===== src/rtl/uart_rx_pkg.sv =====
// uart_rx_pkg -- shared types and constants for the UART receiver slice.
//   rx_state_t          : receiver FSM states (ST_PARITY only exists when the
//                         UART_RX_PARITY_EN macro is defined)
//   DEFAULT_OVERSAMPLE  : default sample ticks per bit
//   DEFAULT_DATA_BITS   : default data bits per frame
//   mid_sample_idx()    : sample counter value at the middle of a bit
package uart_rx_pkg;

    typedef enum logic [2:0] {
        ST_IDLE,
        ST_START,
        ST_DATA,
`ifdef UART_RX_PARITY_EN
        ST_PARITY,
`endif
        ST_STOP
    } rx_state_t;

    localparam int unsigned DEFAULT_OVERSAMPLE = 16;
    localparam int unsigned DEFAULT_DATA_BITS  = 8;

    // Counter value at which the start bit is re-checked; from then on every
    // full OVERSAMPLE period lands on the centre of the following bits.
    function automatic logic [3:0] mid_sample_idx(input int unsigned oversample);
        return 4'(oversample / 2 - 1);
    endfunction

endpackage


===== src/rtl/rx_sample_timer.sv =====
// rx_sample_timer -- oversample counter for the UART receiver.
//   clk, rst : clock, asynchronous active-high reset
//   tick_en  : advance the counter by one (qualified sample tick)
//   clr      : synchronous clear, takes priority over tick_en
//   cnt      : current counter value, wraps from OVERSAMPLE-1 to 0
//   tc       : terminal count, high while cnt == OVERSAMPLE-1
module rx_sample_timer
    import uart_rx_pkg::*;
#(
    parameter int unsigned OVERSAMPLE = DEFAULT_OVERSAMPLE
) (
    input  logic       clk,
    input  logic       rst,
    input  logic       tick_en,
    input  logic       clr,
    output logic [3:0] cnt,
    output logic       tc
);

    localparam logic [3:0] LAST = 4'(OVERSAMPLE - 1);

    logic [3:0] cnt_q;
    logic [3:0] cnt_d;

    always_comb begin
        cnt_d = cnt_q;
        if (clr) begin
            cnt_d = '0;
        end else if (tick_en) begin
            cnt_d = (cnt_q == LAST) ? '0 : cnt_q + 4'd1;
        end
    end

    always_ff @(posedge clk or posedge rst) begin
        if (rst) begin
            cnt_q <= '0;
        end else begin
            cnt_q <= cnt_d;
        end
    end

    assign cnt = cnt_q;
    assign tc  = (cnt_q == LAST);

endmodule


===== src/rtl/uart_rx_ctrl.sv =====
// uart_rx_ctrl -- oversampling UART receiver with a one-entry output register.
//   clk, rst    : clock, asynchronous active-high reset
//   sample_tick : oversample strobe (one clk wide); all framing advances on it
//   rx_in       : synchronized serial line, idle high
//   rx_ready    : consumer accepts rx_data on a clk edge while rx_valid=1
//   rx_data     : received byte, LSB-aligned, upper unused bits 0
//   rx_valid    : rx_data holds an unconsumed byte
//   frame_err   : one-cycle pulse when the stop bit is sampled low
//   parity_err  : one-cycle pulse on even-parity mismatch (0 without parity)
//   overrun     : sticky, a completed frame was dropped; clears on next accept
//   busy        : receiver state is not IDLE
//   sample_cnt  : current oversample counter
//   bit_cnt     : current data bit index
// Define UART_RX_PARITY_EN to expect one even-parity bit after the data bits.
module uart_rx_ctrl
    import uart_rx_pkg::*;
#(
    parameter int unsigned DATA_BITS  = DEFAULT_DATA_BITS,
    parameter int unsigned OVERSAMPLE = DEFAULT_OVERSAMPLE
) (
    input  logic       clk,
    input  logic       rst,
    input  logic       sample_tick,
    input  logic       rx_in,
    input  logic       rx_ready,
    output logic [7:0] rx_data,
    output logic       rx_valid,
    output logic       frame_err,
    output logic       parity_err,
    output logic       overrun,
    output logic       busy,
    output logic [3:0] sample_cnt,
    output logic [3:0] bit_cnt
);

    localparam logic [3:0] MID      = mid_sample_idx(OVERSAMPLE);
    localparam logic [3:0] LAST_BIT = 4'(DATA_BITS - 1);

    rx_state_t state_q, state_d;
    logic [3:0] bit_cnt_q, bit_cnt_d;
    logic [DATA_BITS-1:0] shift_q, shift_d;
    logic frame_err_q, frame_err_d;
    logic commit_q, commit_d;
    logic [7:0] rx_data_q, rx_data_d;
    logic rx_valid_q, rx_valid_d;
    logic overrun_q, overrun_d;
`ifdef UART_RX_PARITY_EN
    logic parity_err_q, parity_err_d;
    logic par_bad_q, par_bad_d;
`endif

    logic cnt_clr;
    logic cnt_tc;

    rx_sample_timer #(
        .OVERSAMPLE(OVERSAMPLE)
    ) u_timer (
        .clk     (clk),
        .rst     (rst),
        .tick_en (sample_tick && (state_q != ST_IDLE)),
        .clr     (cnt_clr),
        .cnt     (sample_cnt),
        .tc      (cnt_tc)
    );

    // Framing FSM: every transition is qualified by sample_tick.
    always_comb begin
        state_d     = state_q;
        bit_cnt_d   = bit_cnt_q;
        shift_d     = shift_q;
        cnt_clr     = 1'b0;
        frame_err_d = 1'b0;
        commit_d    = 1'b0;
`ifdef UART_RX_PARITY_EN
        parity_err_d = 1'b0;
        par_bad_d    = par_bad_q;
`endif
        if (sample_tick) begin
            case (state_q)
                ST_IDLE: begin
                    cnt_clr   = 1'b1;
                    bit_cnt_d = '0;
`ifdef UART_RX_PARITY_EN
                    par_bad_d = 1'b0;
`endif
                    if (!rx_in) begin
                        state_d = ST_START;
                    end
                end
                ST_START: begin
                    if (sample_cnt == MID) begin
                        cnt_clr   = 1'b1;
                        bit_cnt_d = '0;
                        state_d   = rx_in ? ST_IDLE : ST_DATA;
                    end
                end
                ST_DATA: begin
                    if (cnt_tc) begin
                        shift_d   = {rx_in, shift_q[DATA_BITS-1:1]};
                        bit_cnt_d = bit_cnt_q + 4'd1;
                        if (bit_cnt_q == LAST_BIT) begin
`ifdef UART_RX_PARITY_EN
                            state_d = ST_PARITY;
`else
                            state_d = ST_STOP;
`endif
                        end
                    end
                end
`ifdef UART_RX_PARITY_EN
                ST_PARITY: begin
                    if (cnt_tc) begin
                        par_bad_d    = rx_in ^ (^shift_q);
                        parity_err_d = rx_in ^ (^shift_q);
                        state_d      = ST_STOP;
                    end
                end
`endif
                ST_STOP: begin
                    if (cnt_tc) begin
                        frame_err_d = !rx_in;
`ifdef UART_RX_PARITY_EN
                        commit_d    = rx_in && !par_bad_q;
`else
                        commit_d    = rx_in;
`endif
                        bit_cnt_d   = '0;
                        state_d     = ST_IDLE;
                    end
                end
                default: begin
                    state_d = ST_IDLE;
                end
            endcase
        end
    end

    // Output register: a frame committed on the sampling edge is applied on
    // the following edge. shift_q cannot change in between because DATA is
    // at least one full tick away.
    always_comb begin
        rx_data_d  = rx_data_q;
        rx_valid_d = rx_valid_q;
        overrun_d  = overrun_q;
        if (commit_q) begin
            if (!rx_valid_q || rx_ready) begin
                rx_data_d  = 8'(shift_q);
                rx_valid_d = 1'b1;
            end else begin
                overrun_d = 1'b1;
            end
        end else if (rx_valid_q && rx_ready) begin
            rx_valid_d = 1'b0;
            overrun_d  = 1'b0;
        end
    end

    always_ff @(posedge clk or posedge rst) begin
        if (rst) begin
            state_q     <= ST_IDLE;
            bit_cnt_q   <= '0;
            shift_q     <= '0;
            frame_err_q <= 1'b0;
            commit_q    <= 1'b0;
            rx_data_q   <= '0;
            rx_valid_q  <= 1'b0;
            overrun_q   <= 1'b0;
        end else begin
            state_q     <= state_d;
            bit_cnt_q   <= bit_cnt_d;
            shift_q     <= shift_d;
            frame_err_q <= frame_err_d;
            commit_q    <= commit_d;
            rx_data_q   <= rx_data_d;
            rx_valid_q  <= rx_valid_d;
            overrun_q   <= overrun_d;
        end
    end

`ifdef UART_RX_PARITY_EN
    always_ff @(posedge clk or posedge rst) begin
        if (rst) begin
            parity_err_q <= 1'b0;
            par_bad_q    <= 1'b0;
        end else begin
            parity_err_q <= parity_err_d;
            par_bad_q    <= par_bad_d;
        end
    end
    assign parity_err = parity_err_q;
`else
    assign parity_err = 1'b0;
`endif

    assign rx_data   = rx_data_q;
    assign rx_valid  = rx_valid_q;
    assign frame_err = frame_err_q;
    assign overrun   = overrun_q;
    assign busy      = (state_q != ST_IDLE);
    assign bit_cnt   = bit_cnt_q;

endmodule


===== config.mk =====
export PLATFORM = sky130hd
export DESIGN_NAME = uart_rx_ctrl
export DESIGN_NICKNAME = d
export VERILOG_FILES = /design/src/rtl/uart_rx_pkg.sv /design/src/rtl/rx_sample_timer.sv /design/src/rtl/uart_rx_ctrl.sv
export SDC_FILE = /design/constraint.sdc
export NUM_CORES = 1
export LEC_CHECK = 0
export BUFFER_PORTS_ARGS = -buffer_cell sky130_fd_sc_hd__buf_2
export CAP_MARGIN = 20
export CORE_ASPECT_RATIO = 1.75
export CORE_MARGIN = 4
export CORE_UTILIZATION = 45
export CTS_BUF_LIST = sky130_fd_sc_hd__clkbuf_8
export DETAILED_ROUTE_END_ITERATION = 12
export PLACE_DENSITY = 0.69
export SYNTH_ARGS = -nofsm -noshare
export SYNTH_HDL_FRONTEND = slang
export SYNTH_SLANG_ARGS = --single-unit

===== constraint.sdc =====
create_clock -name clk -period 2.1 [get_ports clk]
set_input_delay 0.42 -clock clk [delete_from_list [all_inputs] [get_ports clk]]
set_output_delay 0.42 -clock clk [all_outputs]
set_load 0.005 [all_outputs]

# Word-level counts from Yosys, hierarchy flattened
# Index checks and enable logic that the tools add are counted.
[op_classes] add_sub_neg=2 n_eq_ne=13 mux=28 n_reduce_logical=16
[ops] operator="two-way mux 4 bit" count=6
[ops] operator="one-hot mux 4 bit (4 select lines)" count=1
[ops] operator="two-way mux 3 bit" count=5
[ops] operator="two-way mux 1 bit" count=13
[ops] operator="!= test 2 bit, second input constant" count=6
[ops] operator="one-hot mux 3 bit (4 select lines)" count=1
[ops] operator="adder 4 x 1 -> 4 bit, second input constant" count=2
[ops] operator="== test 4 x 3 -> 1 bit, second input constant" count=2
[ops] operator="== test 3 x 2 -> 1 bit, second input constant" count=2
[ops] operator="AND reduction 2 bit" count=3
[ops] operator="AND reduction 6 bit" count=1
[ops] operator="AND reduction 5 bit" count=1
[ops] operator="== test 4 bit, second input constant" count=1
[ops] operator="nonzero test 2 bit" count=2
[ops] operator="nonzero test 4 bit" count=1
[ops] operator="== test 3 x 1 -> 1 bit, second input constant" count=1
[ops] operator="logical NOT 3 bit" count=1
[ops] operator="AND reduction 3 bit" count=1
[ops] operator="nonzero test 3 bit" count=1
[ops] operator="logical AND 1 bit" count=2
[ops] operator="logical NOT 1 bit" count=2
[ops] operator="two-way mux 2 bit" count=1
[ops] operator="!= test 2 x 1 -> 1 bit, second input constant" count=1
[ops] operator="one-hot mux 1 bit (2 select lines)" count=1
[ops] operator="logical OR 1 bit" count=1
[word_totals] register_bits=31 inputBits=5 output_inout_bits=21 word_cells=68

# Depth between registers and ports, before layout
# Gate-level depths: netlist (run 1).
[logic_depth] ltp_word=5 ltp_mapped=5 ltp_nobuf=5

# Hierarchy
# Synthesis (run 1) repeated with hierarchy kept, for this count alone.
[unflattened] cells_unflattened=114 hier_area_um2=1355.0
[modules_own_cells] module="uart_rx_ctrl" n_inst=1 cells_each=93 area_each_um2=1144.8 seq_area_each_um2=650.6
[modules_own_cells] module="rx_sample_timer" n_inst=1 cells_each=21 area_each_um2=210.2 seq_area_each_um2=100.1

# Least setup slack after synthesis (run 1)
# No wires, ideal clock.
[synth_path] path_kind="reg-to-reg" start="reg u_timer.cnt_q[0], in the netlist u_timer.cnt[0]" end="reg shift_q[1]" setup_ns=0.125 t_arrival_ns=1.461 t_required_ns=1.975 setup_slack_ns=0.515 path_stages_with_launch=5 n_path_buf=0 period_less_slack_ns=1.585 cell_sequence="dfrtp_1 -> ha_1 -> nand2_1 -> nor3_4 -> mux2_2"
[synth_between] elab_chain_cells=2
[synth_rtl] element="from (decl)" line_no="rx_sample_timer.sv:22" source="logic [3:0] cnt_q;"
[synth_rtl] element="from (signal assigned)" line_no="rx_sample_timer.sv:38" source="cnt_q <= cnt_d;"
[synth_rtl] element="== test 4 bit" line_no="rx_sample_timer.sv:43" source="assign tc = (cnt_q == LAST);"
[synth_rtl] element="AND reduction 3 bit (no source line)"
[synth_rtl] element="to (signal assigned)" line_no="uart_rx_ctrl.sv:171" source="shift_q <= shift_d;"
[synth_rtl] element="to (decl)" line_no="uart_rx_ctrl.sv:41" source="logic [DATA_BITS-1:0] shift_q, shift_d;"
# No other way between the ends.
# A chain may end at the register's enable or synchronous reset.

# Worst setup path after layout (run 1)
[layout_path] start="reg state_q[1]" end="out busy"
[layout_between] elab_chain_cells=1
[layout_rtl] element="from (decl)" line_no="uart_rx_ctrl.sv:39" source="rx_state_t state_q, state_d;"
[layout_rtl] element="from (signal assigned)" line_no="uart_rx_ctrl.sv:169" source="state_q <= state_d;"
[layout_rtl] element="nonzero test 3 bit" line_no="uart_rx_ctrl.sv:199" source="assign busy = (state_q != ST_IDLE);"
[layout_rtl] element="to (decl)" line_no="uart_rx_ctrl.sv:31" source="output logic busy,"
# No other way between the ends.

==> results of run 1 <==
stage by stage:
stage,setup slack [ps],cells,instance area (µm²),hold slack [ps],utilization
detailed placement,355,164,1520,481,0.519
floorplan,515,115,1390,454,-
CTS,262,172,1610,204,0.550
finish,246,172,1610,204,0.550
global route,162,172,1610,234,0.550
global placement,418,164,1520,466,0.519
cell usage in the layout (no fill, tap or decap), types with 2 or more instances in the layout:
| master | n |
|---|---|
| sky130_fd_sc_hd__or2b_1 | 2 |
| sky130_fd_sc_hd__clkbuf_8 | 6 |
| sky130_fd_sc_hd__nand3_1 | 3 |
| sky130_fd_sc_hd__nor2_1 | 3 |
| sky130_fd_sc_hd__a21oi_1 | 4 |
| sky130_fd_sc_hd__nand2b_1 | 2 |
| sky130_fd_sc_hd__buf_2 | 24 |
| sky130_fd_sc_hd__dfrtp_1 | 30 |
| sky130_fd_sc_hd__a41oi_1 | 2 |
| sky130_fd_sc_hd__inv_1 | 9 |
| sky130_fd_sc_hd__o21ai_0 | 8 |
| sky130_fd_sc_hd__mux2_1 | 2 |
| sky130_fd_sc_hd__mux2_2 | 15 |
| sky130_fd_sc_hd__nor4_1 | 2 |
| sky130_fd_sc_hd__nand2_1 | 10 |
| sky130_fd_sc_hd__ha_1 | 2 |
final timing paths:
path | cells past startpoint | slack [ps] | start | endpoint
setup / recovery | 3 | 250 | state_q[1]$_DFFE_PP0P_ | busy
hold / removal | 3 | 200 | rst | u_timer.cnt[2]$_DFFE_PP0P_
setup reg to reg | 4 | 320 | u_timer.cnt[0]$_DFFE_PP0P_ | shift_q[1]$_DFFE_PP0P_
hold reg to reg | 1 | 490 | commit_q$_DFF_PP0_ | rx_valid$_DFFE_PP0P_
max in group asynchronous | 3 | 1620 | rst | rx_data[4]$_DFFE_PP0P_
min in group clk | 2 | 360 | rx_in | frame_err$_DFF_PP0_
sequential cells by signal, summed over array words and instances, names as in the netlist:
signal,cells
rx_data,8
overrun,1
frame_err,1
state_q,2
bit_cnt,4
rx_valid,1
shift_q,8
u_timer.cnt,4
commit_q,1
per-layer routing:
| layer | vias up | global-route usage | part of all wire |
|---|---|---|---|
| met5 | - | 0 | 0 |
| met4 | 0 | 0.108 | 0.028 |
| met3 | 7 | 0.0422 | 0.050 |
| met2 | 28 | 0.261 | 0.55 |
| met1 | 472 | 0.148 | 0.37 |
| li1 | 460 | - | - |
kinds of logic after synthesis:
family / share of synthesized area
buf+inv: 0.0415
fa+ha+maj: 0.0181
mux: 0.138
compound gates: 0.121
simple gates: 0.136
other cells: 0.00271
flops: 0.542
area by class of cell:
| type | instances | area (µm²) | share of cell area |
|---|---|---|---|
| clock buffer | 6 | 82.6 | 0.0512 |
| clock inverter | 2 | 8.76 | 0.00543 |
| inverter | 8 | 30.0 | 0.0186 |
| multi-input combinational | 73 | 577 | 0.358 |
| sequential | 30 | 751 | 0.466 |
| tap | 28 | 35.0 | 0.0217 |
| timing repair buffer | 25 | 128 | 0.0792 |
worst max-delay path: stages (launching register included):
cell and delay (ps):
sky130_fd_sc_hd__dfrtp_1 550, sky130_fd_sc_hd__nor2_1 390, sky130_fd_sc_hd__inv_1 70, sky130_fd_sc_hd__buf_2 130
power breakdown:
| part | leakage, nW | switching, mW | internal, mW | total, mW |
|---|---|---|---|---|
| Clock | 0.0524 | 0.215 | 0.259 | 0.474 |
| Combinational | 0.373 | 0.0998 | 0.0810 | 0.181 |
| Sequential | 0.417 | 0.0449 | 0.602 | 0.647 |
| Total | 0.843 | 0.359 | 0.942 | 1.30 |
==> flow_metrics.env, run 1 <==
export IMPL_design_portCount=26
export IMPL_share_of_layout_cells_above_drive_strength_1=0.361
export IMPL_synth_area_leaders="sky130_fd_sc_hd__dfrtp_1 (54%), sky130_fd_sc_hd__mux2_2 (12%), sky130_fd_sc_hd__o21ai_0 (2.9%), sky130_fd_sc_hd__nand2_1 (2.7%), sky130_fd_sc_hd__inv_1 (2.2%)"
export IMPL_die_area_um2=4060
export IMPL_totalNegativeSetupSlack_ps=0
export IMPL_source_to_sink_clock_delay_at_the_later_pin_of_the_worst_skew_pair_ps=280
export IMPL_clock_sinks=30
export IMPL_synth_ff_latch_count=30
export IMPL_maxSlewViolCount=0
export IMPL_ys_async_sr_fraction=1.00
export IMPL_detailed_routing_iterations_pass_1=4
export IMPL_fin_crit_ps=1850
export IMPL_synth_top_area_cell="sky130_fd_sc_hd__dfrtp_1"
export IMPL_grt_remaining_overflow=0
export IMPL_fin_nets=150
export IMPL_netlist_area_um2=1390
export IMPL_synth_area_per_cell_um2=12.0
export IMPL_h_tree_depth=2
export IMPL_wire_length_of_the_first_global_routing_pass_mm=4.44
export IMPL_status="finished clean"
export IMPL_yosysUniqueCellTypes=36
export IMPL_route_antenna_remaining_nets=0
export IMPL_number_of_antenna_violations_at_the_first_check_in_global_routing=0
export IMPL_rsz0062_at_grt="false"
export IMPL_vias_per_cell=5.62
export IMPL_cp_end_kind="output pin"
export IMPL_height_of_the_chip_um=81.4
export IMPL_power_mw=1.30
export IMPL_area_growth_pct=16.4
export IMPL_port_buffers=24
export IMPL_dr_first_iter_drc_count=15
export IMPL_synth_nets=122
export IMPL_final_fill_count=270
export IMPL_start_util=0.473
export IMPL_die_x_um=49.9
export IMPL_cts_tree="done"
export IMPL_n_antenna_cell=0
export IMPL_routed_wire_length_per_instance_um=15.2
export IMPL_worst_setup_path_type="register to output pin"
export IMPL_crit_fanout=12
export IMPL_post_route_period_util=0.883
export IMPL_finalClockSkew_ps=7.39
export IMPL_startpoint_type="register"
export IMPL_synth_ff_type="sky130_fd_sc_hd__dfrtp_1"
export IMPL_gpl_wtd_cong=0.891
export IMPL_most_common_cell_in_the_synthesized_netlist="sky130_fd_sc_hd__dfrtp_1"
export IMPL_holdCritPathClass="input port to async pin"
export IMPL_setup_viol=0
export IMPL_timing_max_cap_violations=0
export IMPL_largest_net_degree_at_the_start_of_global_routing=31
export IMPL_numCtsBuffers=5
export IMPL_cts_repair_resize_count=0
export IMPL_seq_area_frac_synth=0.542
export IMPL_post_cts_setup_buffer_count=0
export IMPL_synth_warnings=0
export IMPL_core_rowCount=26
export IMPL_core_region_area_um2=2930
export IMPL_postSynthCellCount=115
export IMPL_place_hpwl_mm=1.90
export IMPL_wirelength_mm=2.62
export IMPL_synth_top_area_share=0.542
export IMPL_clkSlewWorstSetupHoldPaths_ps=70
export IMPL_final_hold_viol_count=0
export IMPL_grt_pass1_vias=988
export IMPL_critPathArrivalTime_ps=1430
export IMPL_leakagePower_nw=0.843
export IMPL_remaining_drc_errors=0
export IMPL_number_of_enable_flip_flop_cells_after_synthesis=0
export IMPL_route_vias_total=967
export IMPL_post_cts_hold_buffer_count=0
export IMPL_grt_use_total=0.149
export IMPL_vdd_drop_max_v=0.000525
export IMPL_required_time_worst_endpoint_ps=1680
export IMPL_pwr_density_nw_per_um2=808
export IMPL_clockRootBuffer="sky130_fd_sc_hd__clkbuf_8"
export IMPL_timing_fmax_mhz=539
export IMPL_number_of_buffers_on_the_longest_clock_path=2
export IMPL_ys_top_cells_by_count="sky130_fd_sc_hd__dfrtp_1 (30), sky130_fd_sc_hd__mux2_2 (15), sky130_fd_sc_hd__nand2_1 (10)"
(Power assumes the default switching activity.)
==> inputs of run 2 (changes only) <==
--- a/config.mk
+++ b/config.mk
@@ -15,4 +15,5 @@
 export PLACE_DENSITY = 0.69
 export SYNTH_ARGS = -nofsm -noshare
 export SYNTH_HDL_FRONTEND = slang
+export SYNTH_HIERARCHICAL = 1
 export SYNTH_SLANG_ARGS = --single-unit
==> flow_metrics.env, run 2 <==
export IMPL_worst_setup_path_type="register to register"
export IMPL_core_region_area_um2=2900
export IMPL_finalClockSkew_ps=3.93
export IMPL_maxSlewViolCount=0
export IMPL_cts_tree="done"
export IMPL_vdd_drop_max_v=0.000499
export IMPL_remaining_drc_errors=0
export IMPL_pwr_density_nw_per_um2=839
export IMPL_largest_net_degree_at_the_start_of_global_routing=27
export IMPL_r2r_cells=5
export IMPL_grt_pass1_vias=912
export IMPL_synth_area_leaders="sky130_fd_sc_hd__dfrtp_1 (55%), sky130_fd_sc_hd__mux2_2 (14%), sky130_fd_sc_hd__inv_1 (2.5%), sky130_fd_sc_hd__nand2b_1 (2.3%), sky130_fd_sc_hd__mux2i_1 (2.2%)"
export IMPL_die_x_um=49.5
export IMPL_clockRootBuffer="sky130_fd_sc_hd__clkbuf_8"
export IMPL_post_cts_setup_buffer_count=0
export IMPL_r2r_start="u_timer/cnt[0]$_DFFE_PP0P_"
export IMPL_route_vias_total=920
export IMPL_cp_num_buf_inv=0
export IMPL_startpoint_type="register"
export IMPL_synth_area_per_cell_um2=11.9
export IMPL_seq_area_frac_synth=0.554
export IMPL_required_time_worst_endpoint_ps=2260
export IMPL_slowest_stage_delay_on_critical_path_ps=450
export IMPL_synth_warnings=6
export IMPL_timing_fmax_mhz=596
export IMPL_preCtsSetupSlack_ps=421
export IMPL_route_antenna_remaining_nets=0
export IMPL_grt_use_met3=0.0538
export IMPL_rsz0062_at_grt="false"
export IMPL_gr_usage_met2=0.246
export IMPL_core_rowCount=26
export IMPL_fin_nets=150
export IMPL_synth_top_area_share=0.554
export IMPL_fin_worst_hold_slack_ps=28.9
export IMPL_yosysUniqueCellTypes=34
export IMPL_synth_ff_latch_count=30
export IMPL_post_route_period_util=0.799
export IMPL_dr_first_iter_drc_count=7
export IMPL_fin_crit_ps=1680
export IMPL_timing_max_cap_violations=0
export IMPL_cts_repair_resize_count=0
export IMPL_area_growth_pct=18.8
export IMPL_grt_util_met1=0.148
export IMPL_ys_async_sr_fraction=1.00
export IMPL_holdCritPathClass="input port to async pin"
export IMPL_clock_sinks=30
export IMPL_final_cell_mix="sky130_fd_sc_hd__dfrtp_1 (30), sky130_fd_sc_hd__buf_2 (24), sky130_fd_sc_hd__mux2_2 (17)"
export IMPL_power_mw=1.35
export IMPL_worstReg2RegEnd="state_q[1]$_DFFE_PP0P_"
export IMPL_detailed_routing_iterations_pass_1=3
export IMPL_grt_use_total=0.143
export IMPL_most_common_cell_in_the_synthesized_netlist="sky130_fd_sc_hd__dfrtp_1"
export IMPL_grt_remaining_overflow=0
export IMPL_globalRoute_busiestLayer="met2"
export IMPL_routed_wire_length_per_instance_um=14.5
export IMPL_netlist_area_um2=1360
export IMPL_critical_path_slowest_cell="sky130_fd_sc_hd__dfrtp_1"
export IMPL_path_cells="ha_1 > and3_4 > nand2b_1 > nand3_1 > mux2_2"
export IMPL_wirelength_mm=2.49
export IMPL_critPathArrivalTime_ps=1840
export IMPL_commonest_non_fill_non_tap_cell_in_the_layout="sky130_fd_sc_hd__dfrtp_1"
export IMPL_source_to_sink_clock_delay_at_the_later_pin_of_the_worst_skew_pair_ps=280
export IMPL_place_hpwl_mm=1.91
export IMPL_final_fill_count=256
export IMPL_cp_end_kind="register"
export IMPL_worst_path_dominant_cell_family="simple AND/OR/NAND/NOR gates"
export IMPL_synth_ff_type="sky130_fd_sc_hd__dfrtp_1"
export IMPL_synth_top_area_cell="sky130_fd_sc_hd__dfrtp_1"
export IMPL_h_tree_depth=2
export IMPL_leakagePower_nw=0.863
export IMPL_number_of_buffers_on_the_longest_clock_path=2
export IMPL_numCtsBuffers=5
export IMPL_synth_nets=121
export IMPL_worst_r2r_setup_slack_ps=420
export IMPL_design_portCount=26
export IMPL_crit_fanout=8
export IMPL_post_cts_hold_buffer_count=0
export IMPL_start_util=0.468
export IMPL_share_of_layout_cells_above_drive_strength_1=0.382
export IMPL_wire_length_of_the_first_global_routing_pass_mm=4.24
export IMPL_postSynthCellCount=114
export IMPL_height_of_the_chip_um=80.6
export IMPL_totalNegativeSetupSlack_ps=0
export IMPL_gpl_wtd_cong=0.777
export IMPL_clkSlewWorstSetupHoldPaths_ps=60
export IMPL_die_area_um2=3990
export IMPL_final_hold_viol_count=0
export IMPL_ys_top_cells_by_count="sky130_fd_sc_hd__dfrtp_1 (30), sky130_fd_sc_hd__mux2_2 (17), sky130_fd_sc_hd__inv_1 (9)"
export IMPL_worst_slack_ps=422
export IMPL_vias_per_cell=5.35
export IMPL_port_buffers=24
export IMPL_n_antenna_cell=0
export IMPL_status="finished clean"
export IMPL_number_of_enable_flip_flop_cells_after_synthesis=0
export IMPL_setup_viol=0
export IMPL_number_of_antenna_violations_at_the_first_check_in_global_routing=0
-- run 2: power breakdown --
part	switching, mW	internal (mW)	leakage (nW)
combinational	0.0894	0.0754	0.389
clock	0.205	0.330	0.0575
sequential	0.0470	0.604	0.417
-- run 2: stage by stage --
step	instance area (µm²)	utilization	std cells
detailed placement	1500	0.518	164
global placement	1500	0.518	164
global route	1610	0.556	172
CTS	1610	0.556	172
floorplan	1360	-	114
finish	1610	0.556	172
-- run 2: layout make-up --
cell class,instances,area [µm²],area share
multi-input cells,72,553,0.343
repair buffers,25,128,0.0793
well taps,28,35.0,0.0218
inverters,9,33.8,0.0210
clock buffers,8,110,0.0684
flip-flops and latches,30,751,0.466
-- run 2: worst max-delay path by stage --
stage | from | cells after the start | to
after global routing | u_timer/cnt[0]$_DFFE_PP0P_ | 5 | state_q[0]$_DFFE_PP0P_
after global placement | u_timer/cnt[0]$_DFFE_PP0P_ | 5 | state_q[1]$_DFFE_PP0P_
final | u_timer/cnt[0]$_DFFE_PP0P_ | 5 | state_q[1]$_DFFE_PP0P_
after detailed placement | u_timer/cnt[0]$_DFFE_PP0P_ | 5 | state_q[1]$_DFFE_PP0P_
after CTS | u_timer/cnt[0]$_DFFE_PP0P_ | 5 | state_q[1]$_DFFE_PP0P_
after floorplan | u_timer/cnt[0]$_DFFE_PP0P_ | 5 | state_q[1]$_DFFE_PP0P_
-- run 2: logic make-up (layout without fill, tap and decap cells) --
kind of cell / count (synthesis) / after routing / share of synthesized area
AO/OA/AOI/OAI: 13 / 13 / 0.0591
flip-flops: 30 / 30 / 0.554
AND/OR/NAND/NOR: 35 / 35 / 0.158
multiplexers: 20 / 20 / 0.163
other: 1 / 1 / 0.00277
adder cells (fa/ha/maj): 2 / 2 / 0.0185
XOR/XNOR: 1 / 1 / 0.00646
buffers and inverters: 12 / 42 / 0.0379
-- run 2: per-layer routing --
layer | up-vias | part of all wire
met2 | 22 | 0.54
li1 | 450 | -
met4 | 0 | 0.032
met1 | 440 | 0.37
met3 | 8 | 0.052
met5 | - | 0
==> inputs of run 3 (changes only) <==
--- a/config.mk
+++ b/config.mk
@@ -12,7 +12,7 @@
 export CORE_UTILIZATION = 45
 export CTS_BUF_LIST = sky130_fd_sc_hd__clkbuf_8
 export DETAILED_ROUTE_END_ITERATION = 12
-export PLACE_DENSITY = 0.69
+export PLACE_DENSITY = 0.72
 export SYNTH_ARGS = -nofsm -noshare
 export SYNTH_HDL_FRONTEND = slang
 export SYNTH_HIERARCHICAL = 1
==> constraint.sdc (replaced) <==
create_clock -name clk -period 1.4 [get_ports clk]
set_input_delay 0.28 -clock clk [delete_from_list [all_inputs] [get_ports clk]]
set_output_delay 0.28 -clock clk [all_outputs]
set_load 0.005 [all_outputs]
==> flow_metrics.env, run 3 (synthesis gave the netlist of run 2 again) <==
export IMPL_worst_path_dominant_cell_family="simple AND/OR/NAND/NOR gates"
export IMPL_timing_fmax_mhz=700
export IMPL_gpl_wtd_cong=0.867
export IMPL_final_fill_count=248
export IMPL_status="finished with violations"
export IMPL_numCtsBuffers=5
export IMPL_leakagePower_nw=0.924
export IMPL_post_route_period_util=1.02
export IMPL_grt_remaining_overflow=0
export IMPL_fin_worst_hold_slack_ps=222
export IMPL_routed_wire_length_per_instance_um=15.0
export IMPL_clock_sinks=30
export IMPL_final_hold_viol_count=0
export IMPL_grt_use_total=0.154
export IMPL_slowest_stage_delay_on_critical_path_ps=390
export IMPL_height_of_the_chip_um=80.6
export IMPL_n_antenna_cell=0
export IMPL_fin_nets=161
export IMPL_critical_path_slowest_cell="sky130_fd_sc_hd__dfrtp_1"
export IMPL_grt_pass1_vias=1073
export IMPL_dr_first_iter_drc_count=47
export IMPL_setup_viol=1
export IMPL_detailed_routing_iterations_pass_1=4
export IMPL_cts_tree="done"
export IMPL_pwr_density_nw_per_um2=1160
export IMPL_clockRootBuffer="sky130_fd_sc_hd__clkbuf_8"
export IMPL_start_util=0.468
export IMPL_final_cell_mix="sky130_fd_sc_hd__dfrtp_1 (30), sky130_fd_sc_hd__buf_2 (24), sky130_fd_sc_hd__mux2_2 (16)"
export IMPL_crit_fanout=4
export IMPL_core_rowCount=26
export IMPL_clkSlewWorstSetupHoldPaths_ps=60
export IMPL_port_buffers=24
export IMPL_area_growth_pct=28.5
export IMPL_number_of_antenna_violations_at_the_first_check_in_global_routing=0
export IMPL_critPathArrivalTime_ps=1590
export IMPL_crit_path_start="u_timer/cnt[0]$_DFFE_PP0P_"
export IMPL_largest_net_degree_at_the_start_of_global_routing=27
export IMPL_route_vias_total=988
export IMPL_rsz0062_at_grt="true"
export IMPL_number_of_buffers_on_the_longest_clock_path=2
export IMPL_crit_end="state_q[1]$_DFFE_PP0P_"
export IMPL_vias_per_cell=5.40
export IMPL_timing_max_cap_violations=0
export IMPL_worst_setup_path_type="register to register"
export IMPL_remaining_drc_errors=0
export IMPL_violations="negative setup slack"
export IMPL_die_x_um=49.5
export IMPL_cp_end_kind="register"
export IMPL_worstReg2RegEnd="state_q[1]$_DFFE_PP0P_"
export IMPL_whs_path_depth=2
export IMPL_source_to_sink_clock_delay_at_the_later_pin_of_the_worst_skew_pair_ps=270
export IMPL_maxSlewViolCount=0
export IMPL_wire_length_of_the_first_global_routing_pass_mm=4.72
export IMPL_placedCellCount=172
export IMPL_place_hpwl_mm=2.06
export IMPL_r2r_cells=5
export IMPL_worst_slack_ps=-28.6
export IMPL_core_region_area_um2=2900
export IMPL_die_area_um2=3990
export IMPL_post_layout_nonfiller_instances=183
export IMPL_fin_crit_ps=1430
export IMPL_totalNegativeSetupSlack_ps=-28.6
export IMPL_worst_r2r_setup_slack_ps=-30
export IMPL_vdd_drop_max_v=0.000786
export IMPL_path_cells="ha_2 > and3_4 > nand2b_4 > nand3_2 > mux2_4"
export IMPL_commonest_non_fill_non_tap_cell_in_the_layout="sky130_fd_sc_hd__dfrtp_1"
export IMPL_share_of_layout_cells_above_drive_strength_1=0.458
export IMPL_critical_path_cell_count=5
export IMPL_route_antenna_remaining_nets=0
export IMPL_finalClockSkew_ps=6.01
export IMPL_r2r_start="u_timer/cnt[0]$_DFFE_PP0P_"
export IMPL_cp_num_buf_inv=0
export IMPL_wirelength_mm=2.75
export IMPL_design_portCount=26
export IMPL_required_time_worst_endpoint_ps=1560
export IMPL_startpoint_type="register"
export IMPL_holdCritPathClass="input port to register"
export IMPL_h_tree_depth=2
-- run 3: through the flow --
| step | utilization | cell area [µm²] | setup WS, ps | total power [mW] |
|---|---|---|---|---|
| 2_1_floorplan | - | 1370 | -73.6 | 1.15 |
| 3_3_place_gp | 0.544 | 1580 | 9.03 | 1.30 |
| 3_5_place_dp | 0.544 | 1580 | -52.2 | 1.32 |
| 4_1_cts | 0.592 | 1710 | -17.2 | 2.05 |
| 5_1_grt | 0.602 | 1740 | -74.6 | 2.13 |
| 6_report | 0.602 | 1740 | -28.6 | 2.03 |
-- run 3: repair_timing --
item	4_1_cts	5_1_grt
hold endpoints to repair	4	0
resized for setup	6	3
pin swaps	4	3
hold buffers	1	0
buffers inserted	1	1
endpoints found under the setup margin	17	16
-- run 3: worst min path at each step --
stage	startpoint	slack (ps)	end
after floorplan	rst	50	u_timer/cnt[0]$_DFFE_PP0P_
after global placement	rst	180	u_timer/cnt[3]$_DFFE_PP0P_
after detailed placement	rst	180	u_timer/cnt[2]$_DFFE_PP0P_
after CTS	rx_in	220	frame_err$_DFF_PP0_
after global routing	rx_in	240	frame_err$_DFF_PP0_
final	rx_in	220	frame_err$_DFF_PP0_
-- run 3: where the power goes --
group          internal, mW  switching, mW
Sequential            0.907         0.0298
Clock                 0.388          0.292
Combinational         0.200          0.212
Total                  1.49          0.534
-- run 3: metal layers --
| layer | track usage | share of wire |
|---|---|---|
| met5 | 0 | 0 |
| met4 | 0.0914 | 0.026 |
| met3 | 0.0371 | 0.046 |
| met2 | 0.281 | 0.55 |
| met1 | 0.154 | 0.38 |
-- run 3: final cells by class --
class	instances	area, µm²	area share
flip-flops and latches	30	751	0.431
multi-input cells	72	614	0.353
repair buffers	36	216	0.124
clock buffers	6	82.6	0.0474
well taps	28	35.0	0.0201
inverters	9	33.8	0.0194
clock inverters	2	8.76	0.00503
